### src/rtl/pipe_pkg.sv
// Shared types and constants for the pipeline hazard controller.
package pipe_pkg;

    localparam int REG_W = 5;

    typedef enum logic [1:0] {
        RUN      = 2'd0,
        MEM_WAIT = 2'd1,
        HALT     = 2'd2
    } state_e;

    localparam logic [1:0] FWD_RF = 2'b00;
    localparam logic [1:0] FWD_M  = 2'b10;
    localparam logic [1:0] FWD_W  = 2'b01;

endpackage

### src/rtl/fwd_unit.sv
// Operand-forwarding select for one E-stage source register.
module fwd_unit
    import pipe_pkg::*;
(
    input  logic [REG_W-1:0] rs_e_i,
    input  logic [REG_W-1:0] rd_m_i,
    input  logic [REG_W-1:0] rd_w_i,
    input  logic             reg_write_m_i,
    input  logic             reg_write_w_i,
    output logic [1:0]       fwd_o
);

    // M is younger than W, so its result wins; x0 is hardwired and never forwarded.
    always_comb begin
        // NOTE: assign a default first so every path drives fwd_o and no latch is inferred.
        fwd_o = FWD_RF;
        if (reg_write_m_i && (rd_m_i != '0) && (rd_m_i == rs_e_i)) begin
            fwd_o = FWD_M;
        end else if (reg_write_w_i && (rd_w_i != '0) && (rd_w_i == rs_e_i)) begin
            fwd_o = FWD_W;
        end
    end

endmodule

### src/rtl/hazard_ctrl.sv
// Stall/flush/forward controller for the 5-stage pipeline, with a memory-wait
// FSM, sticky timeout flag and saturating stall-cycle counter.
module hazard_ctrl
    import pipe_pkg::*;
#(
    parameter int TIMEOUT = 64,
    parameter int CNT_W   = 32
) (
    input  logic             clk,
    input  logic             rst_n,
    input  logic [REG_W-1:0] Rs1D,
    input  logic [REG_W-1:0] Rs2D,
    input  logic [REG_W-1:0] Rs1E,
    input  logic [REG_W-1:0] Rs2E,
    input  logic [REG_W-1:0] RdE,
    input  logic [REG_W-1:0] RdM,
    input  logic [REG_W-1:0] RdW,
    input  logic             RegWriteM,
    input  logic             RegWriteW,
    input  logic             LoadE,
    input  logic             PCSrcE,
    input  logic             mem_req,
    input  logic             mem_ready,
    output logic             StallF,
    output logic             StallD,
    output logic             StallE,
    output logic             StallM,
    output logic             FlushD,
    output logic             FlushE,
    output logic             FlushW,
    output logic [1:0]       ForwardAE,
    output logic [1:0]       ForwardBE,
    output logic             mem_timeout,
    output logic [CNT_W-1:0] stall_cnt
);

    localparam logic [7:0] WAIT_LAST = 8'(TIMEOUT - 1);

    state_e           state_q;
    logic [7:0]       wait_cnt_q;
    logic             mem_timeout_q;
    logic [CNT_W-1:0] stall_cnt_q;
    logic [CNT_W-1:0] stall_cnt_d;

    logic       mem_stall;
    logic       lw_stall;
    logic [1:0] fwd_a;
    logic [1:0] fwd_b;

    fwd_unit u_fwd_a (
        .rs_e_i        (Rs1E),
        .rd_m_i        (RdM),
        .rd_w_i        (RdW),
        .reg_write_m_i (RegWriteM),
        .reg_write_w_i (RegWriteW),
        .fwd_o         (fwd_a)
    );

    fwd_unit u_fwd_b (
        .rs_e_i        (Rs2E),
        .rd_m_i        (RdM),
        .rd_w_i        (RdW),
        .reg_write_m_i (RegWriteM),
        .reg_write_w_i (RegWriteW),
        .fwd_o         (fwd_b)
    );

    // The freeze is combinational so the very first miss cycle is already held.
    always_comb begin
        lw_stall = LoadE && (RdE != '0) && ((RdE == Rs1D) || (RdE == Rs2D));
        case (state_q)
            RUN:      mem_stall = mem_req && !mem_ready;
            MEM_WAIT: mem_stall = !mem_ready;
            HALT:     mem_stall = 1'b1;
            default:  mem_stall = 1'b1;
        endcase
    end

    always_comb begin
        if (!rst_n) begin
            StallF    = 1'b0;
            StallD    = 1'b0;
            StallE    = 1'b0;
            StallM    = 1'b0;
            FlushD    = 1'b1;
            FlushE    = 1'b1;
            FlushW    = 1'b1;
            ForwardAE = FWD_RF;
            ForwardBE = FWD_RF;
        end else begin
            StallF    = mem_stall || lw_stall;
            StallD    = mem_stall || lw_stall;
            StallE    = mem_stall;
            StallM    = mem_stall;
            FlushD    = PCSrcE && !mem_stall;
            FlushE    = (lw_stall || PCSrcE) && !mem_stall;
            FlushW    = mem_stall;
            ForwardAE = fwd_a;
            ForwardBE = fwd_b;
        end
    end

    always_comb begin
        stall_cnt_d = stall_cnt_q;
        if (StallF && (stall_cnt_q != '1)) begin
            stall_cnt_d = stall_cnt_q + CNT_W'(1);
        end
    end

    always_ff @(posedge clk or negedge rst_n) begin
        if (!rst_n) begin
            state_q       <= RUN;
            wait_cnt_q    <= '0;
            mem_timeout_q <= 1'b0;
            stall_cnt_q   <= '0;
        end else begin
            // NOTE: non-blocking assignments so every register samples pre-edge values.
            stall_cnt_q <= stall_cnt_d;
            case (state_q)
                RUN: begin
                    if (mem_req && !mem_ready) begin
                        state_q    <= MEM_WAIT;
                        wait_cnt_q <= '0;
                    end
                end
                MEM_WAIT: begin
                    if (mem_ready) begin
                        state_q <= RUN;
                    end else if (wait_cnt_q == WAIT_LAST) begin
                        state_q       <= HALT;
                        mem_timeout_q <= 1'b1;
                    end else begin
                        wait_cnt_q <= wait_cnt_q + 8'd1;
                    end
                end
                HALT:    state_q <= HALT;
                default: state_q <= HALT;
            endcase
        end
    end

    assign mem_timeout = mem_timeout_q;
    assign stall_cnt   = stall_cnt_q;

endmodule

### config.mk
export PLATFORM = sky130hd
export DESIGN_NAME = hazard_ctrl
export DESIGN_NICKNAME = d
export VERILOG_FILES = /design/src/rtl/pipe_pkg.sv /design/src/rtl/fwd_unit.sv /design/src/rtl/hazard_ctrl.sv
export SDC_FILE = /design/constraint.sdc
export NUM_CORES = 1
export LEC_CHECK = 0
export BUFFER_PORTS_ARGS = -buffer_cell sky130_fd_sc_hd__clkbuf_2
export CAP_MARGIN = 10
export CORE_MARGIN = 5
export CORE_UTILIZATION = 50
export DETAILED_ROUTE_END_ITERATION = 16
export PLACE_DENSITY = 0.8
export SYNTH_ARGS = -nofsm -noshare
export SYNTH_HDL_FRONTEND = slang
export SYNTH_SLANG_ARGS = --single-unit
### constraint.sdc
create_clock -name clk -period 4.18 [get_ports clk]
set_input_delay 1.254 -clock clk [delete_from_list [all_inputs] [get_ports clk]]
set_output_delay 1.254 -clock clk [all_outputs]
set_load 0.01 [all_outputs]
### After elaboration in Yosys (flattened, before gate mapping)

Index checks and enable logic that the tools add are counted.

| storage, ports and cells | value |
|---|---|
| output and inout bits | 44 |
| bits in registers | 43 |
| logic and storage cells | 65 |
| input port bits | 43 |

| operators by class | value |
|---|---|
| eq/ne operators | 13 |
| reductions and logical operators | 25 |
| add/sub/neg operators | 2 |
| bitwise logic cells | 1 |
| mux-type cells | 20 |

Operator list:

| kind | count |
|---|---|
| $add A32 B1 Y32 const B | 1 |
| $ne A32 B32 Y1 const B | 1 |
| $eq A5 B5 Y1 | 6 |
| $mux W8 | 3 |
| $pmux W8 S2 | 1 |
| $reduce_bool A5 Y1 | 3 |
| $mux W2 | 7 |
| $logic_and A1 B1 Y1 | 12 |
| $add A8 B1 Y8 const B | 1 |
| $eq A8 B6 Y1 const B | 1 |
| $mux W1 | 7 |
| $ne A2 B2 Y1 const B | 3 |
| $pmux W2 S2 | 1 |
| $reduce_and A4 Y1 | 1 |
| $logic_or A1 B1 Y1 | 3 |
| $ne A3 B3 Y1 const B | 1 |
| $reduce_and A3 Y1 | 1 |
| $eq A2 B1 Y1 const B | 1 |
| $logic_not A1 Y1 | 2 |
| $logic_not A2 Y1 | 1 |
| $pmux W1 S2 | 1 |
| $reduce_and A2 Y1 | 1 |
| $reduce_bool A2 Y1 | 1 |
| $not A1 Y1 | 1 |

### Logic depth before layout (Yosys ltp)

| logic depth | value |
|---|---|
| depth in word-level cells | 6 |
| gate-level depth with buffers | 8 |
| gate-level depth less buffers | 7 |

### Hierarchy

Synthesis repeated with hierarchy kept, for this count alone.

| second synthesis, totals | value |
|---|---|
| cells, all modules | 283 |
| area, all modules | 2,725.1 µm² |

Modules (own cells, without submodules):

| module | area each (µm²) | times used | sequential area each (µm²) | cells each |
|---|---|---|---|---|
| hazard_ctrl | 2,422.3 | 1 | 1,076.0 | 243 |
| fwd_unit | 151.4 | 2 | 0.0 | 20 |

### Least setup slack after synthesis

OpenSTA, ideal clock, no wires.

| timing | value |
|---|---|
| kind | input -> output |
| from | in RdM[0] |
| to | out ForwardBE[0] |
| path buffers | 0 |
| stages on the path | 4 |
| setup slack | 0.430 ns |
| data required time | 2.926 ns |
| data arrival time | 2.496 ns |
| cell sequence | or4_1 o21ai_0 nor4_1 nor4_1 |

| on the way | value |
|---|---|
| longest elaborated chain between the ends | 5 |
| elaborated cells between the ends (all ways) | 6 |

RTL lines:

| element | line | RTL |
|---|---|---|
| start, declared | hazard_ctrl.sv:16 | `input logic [REG_W-1:0] RdM,` |
| $reduce_bool A5 Y1 | fwd_unit.sv:17 | `if (reg_write_m_i && (rd_m_i != '0) && (rd_m_i == rs_e_i)) begin` |
| $logic_and A1 B1 Y1 | fwd_unit.sv:17 |  |
| $logic_and A1 B1 Y1 (*) | fwd_unit.sv:17 |  |
| $mux W2 (*) | fwd_unit.sv:17 |  |
| $mux W2 (*) | hazard_ctrl.sv:80 | `if (!rst_n) begin` |
| end, declared | hazard_ctrl.sv:32 | `output logic [1:0] ForwardBE,` |

Mark *: on every way between the ends. The rest lies on a longest branch, timed or not.

### Worst setup path after layout

| timing | value |
|---|---|
| from | in RdE[2] |
| to | out StallD |

| on the way | value |
|---|---|
| longest elaborated chain between the ends | 5 |
| elaborated cells between the ends (all ways) | 8 |

RTL lines:

| element | line | RTL |
|---|---|---|
| start, declared | hazard_ctrl.sv:15 | `input logic [REG_W-1:0] RdE,` |
| $eq A5 B5 Y1 or $reduce_bool A5 Y1 (tied branches) | hazard_ctrl.sv:70 | `lw_stall = LoadE && (RdE != '0) && ((RdE == Rs1D) \|\| (RdE == Rs2D));` |
| $logic_or A1 B1 Y1 or $logic_and A1 B1 Y1 (tied branches) | hazard_ctrl.sv:70 |  |
| $logic_and A1 B1 Y1 (*) | hazard_ctrl.sv:70 |  |
| $logic_or A1 B1 Y1 (*) | hazard_ctrl.sv:92 | `StallD = mem_stall \|\| lw_stall;` |
| $mux W1 (*) | hazard_ctrl.sv:80 |  |
| end, declared | hazard_ctrl.sv:25 | `output logic StallD,` |

Marks and branches as above.

==> flow_metrics.tcl <==
set metrics [dict create \
    initial_utilization_pct 50.7 \
    avgSynthCellArea_um2 10.3 \
    synth_nets 291 \
    ff_latch_area_mm2 0.00108 \
    required_ns 2.93 \
    powerDensity_mw_per_mm2 299 \
    die_y_um 81.3 \
    arrival_ns 2.67 \
    max_freq_ghz 0.255 \
    cts_setup_buffers 0 \
    root_buffer "clkbuf_8" \
    avgViaCountPerCell 5.22 \
    setup-violations-final 0 \
    ios 87 \
    slew_viol_final 0 \
    fill_cells 459 \
    vias 2137 \
    fp.dieW_um 81.3 \
    hp-class "reg2reg" \
    path_class "in2out" \
    overflow 0 \
    drt_wl_total_mm 5.85 \
    p_total_w 0.000939 \
    setup.worst_path.start_class "primary input" \
    clk_latency_ns 0.29 \
    final_cell_mix "clkbuf_2, dfrtp_1, xnor2_1" \
    grt.total_usage_pct 18.9 \
    ys_ff_latch 43 \
    cts_hold_buffers 0 \
    grt_max_degree 26 \
    worstMarginPinSlew_ns 1.01 \
    crit_fanout 8 \
    multiInputGateArea_mm2 0.00140 \
    grt_first_pass_wirelength_mm 9.76 \
    fin_tns_setup_ns 0 \
    wl_per_cell_um 14.3 \
    synthCells 246 \
    rows 26 \
    yosysSeqAreaShare_pct 42.4 \
    core_area_mm2 0.00501 \
    synth_edf_count 0 \
    antenna_found_initial 0 \
    place_congestion 0.943 \
    cts_made_buffers 5 \
    yosysUniqueCellTypes 39 \
    r2r_setup_slack_ns 1.97 \
    p_leak_nw 1.49 \
    syn-cell-area_mm2 0.00254 \
    finClkSkew_ns 0.00893 \
    ys_async_sr_fraction_pct 100 \
    hold_violations 0 \
    nets 383 \
    clkSinkCount 43 \
    ctsResizeCount 0 \
    dieArea_mm2 0.00661 \
    cts_tree "yes" \
    maxCapViolCount 0 \
    diodes 0 \
    hpwl_mm 4.69 \
    drive_gt1_share_pct 33.0 \
    synthToLayoutAreaGrowth_pct 23.7 \
    layout_commonest_cell "clkbuf_2" \
    drtIter0Drc 82 \
    drc 0 \
    grt_pass1_vias 2193 \
    end_kind "primary output" \
    yosys_warnings 0 \
    firstDrtPassIters 5 \
    vdd_drop_max_mv 0.250 \
    clockBufferDepth 2 \
    synth_top_flop_cell "dfrtp_1" \
    fin_crit_ns 3.92 \
    path_clk_slew_ns 0.07 \
    outcome "finished clean" \
    ant_nets 0 \
    portBuffers 86 \
    relSlewSlack_pct 31.8 \
    fin_crit_sh_pct 93.8 \
    rsz0062_at_grt "false" \
    cts_htree_levels 2 \
]
worst max-delay path: stages:
cell and delay, ns:
clkbuf_2 0.12, xor2_1 0.17, nor3_1 0.31, a221oi_2 0.16
nor2_1 0.43, clkbuf_2 0.22
stage by stage:
stage | worst slack (ns) | hold slack [ns] | instance area [um2] | cells | utilization, %
after floorplan | 0.430 | 0.493 | 2540 | 246 | -
after global placement | 0.295 | 0.442 | 3040 | 401 | 60.7
after detailed placement | 0.265 | 0.448 | 3040 | 401 | 60.7
after CTS | 0.263 | 0.462 | 3140 | 409 | 62.7
after global routing | 0.131 | 0.471 | 3140 | 409 | 62.7
final | 0.260 | 0.457 | 3140 | 409 | 62.7
registers in the layout (all words and copies together), names as in the netlist:
| name | count |
|---|---|
| stall_cnt | 32 |
| wait_cnt_q | 8 |
| state_q | 2 |
| mem_timeout | 1 |
report_power, final:
part	switching (W)	internal [W]
registers	0.0000369	0.000443
logic	0.0000971	0.0000815
clock network	0.000130	0.000151
layout make-up:
class	count	area share [%]
clock buffer	8	3.18
inverter	8	0.955
multi-input combinational	191	44.4
sequential	43	34.2
tap	70	2.79
timing repair buffer	89	14.4
cell usage after synthesis, drive strengths merged, types with 2 or more instances:
cell type	number	area, um2
nand4	14	93.8
and4	6	52.6
inv	8	30.0
o21ai	5	36.3
xor2	25	219
and3	6	37.5
mux2	2	22.5
nand2	11	41.3
ha	2	25.0
xnor2	41	359
buf	4	37.5
dfrtp	43	1080
or4	4	30.0
and2	3	18.8
a21o	2	15.0
nand3	23	135
nor3	9	56.3
nor4b	2	17.5
a21oi	2	10.0
nor2b	2	12.5
nor2	15	56.3
nor4	6	56.3
per-layer routing:
| layer | part of all wire [%] | routed length [um] | global-route usage (%) | vias up |
|---|---|---|---|---|
| met5 | 0 | 0 | 0 | - |
| met4 | 1.2 | 71 | 5.91 | 0 |
| met3 | 4.4 | 255 | 4.55 | 7 |
| met2 | 52 | 3060 | 32.2 | 46 |
| met1 | 42 | 2470 | 23.5 | 1027 |
| li1 | - | - | - | 1057 |
final timing paths:
| path | from | end | cells past startpoint |
|---|---|---|---|
| hold reg to reg | mem_timeout$_DFFE_PN0P_ | mem_timeout$_DFFE_PN0P_ | 1 |
| min in group asynchronous | rst_n | wait_cnt_q[0]$_DFFE_PN0P_ | 2 |
| setup reg to reg | stall_cnt[0]$_DFFE_PN0P_ | stall_cnt[1]$_DFFE_PN0P_ | 7 |
| hold / removal | mem_timeout$_DFFE_PN0P_ | mem_timeout$_DFFE_PN0P_ | 1 |
| max in group asynchronous | rst_n | stall_cnt[21]$_DFFE_PN0P_ | 3 |
| setup / recovery | RdE[2] | StallD | 6 |
cell families (layout without fill, tap and decap cells):
family / count (synthesis) / in the layout / share of synthesized area [%]
buf+inv: 12 / 105 / 2.66
mux: 2 / 2 / 0.887
simple gates: 105 / 105 / 25.2
xor+xnor: 66 / 66 / 22.8
flops: 43 / 43 / 42.4
fa+ha+maj: 2 / 2 / 0.985
compound gates: 16 / 16 / 5.17
(Power assumes the default switching activity.)
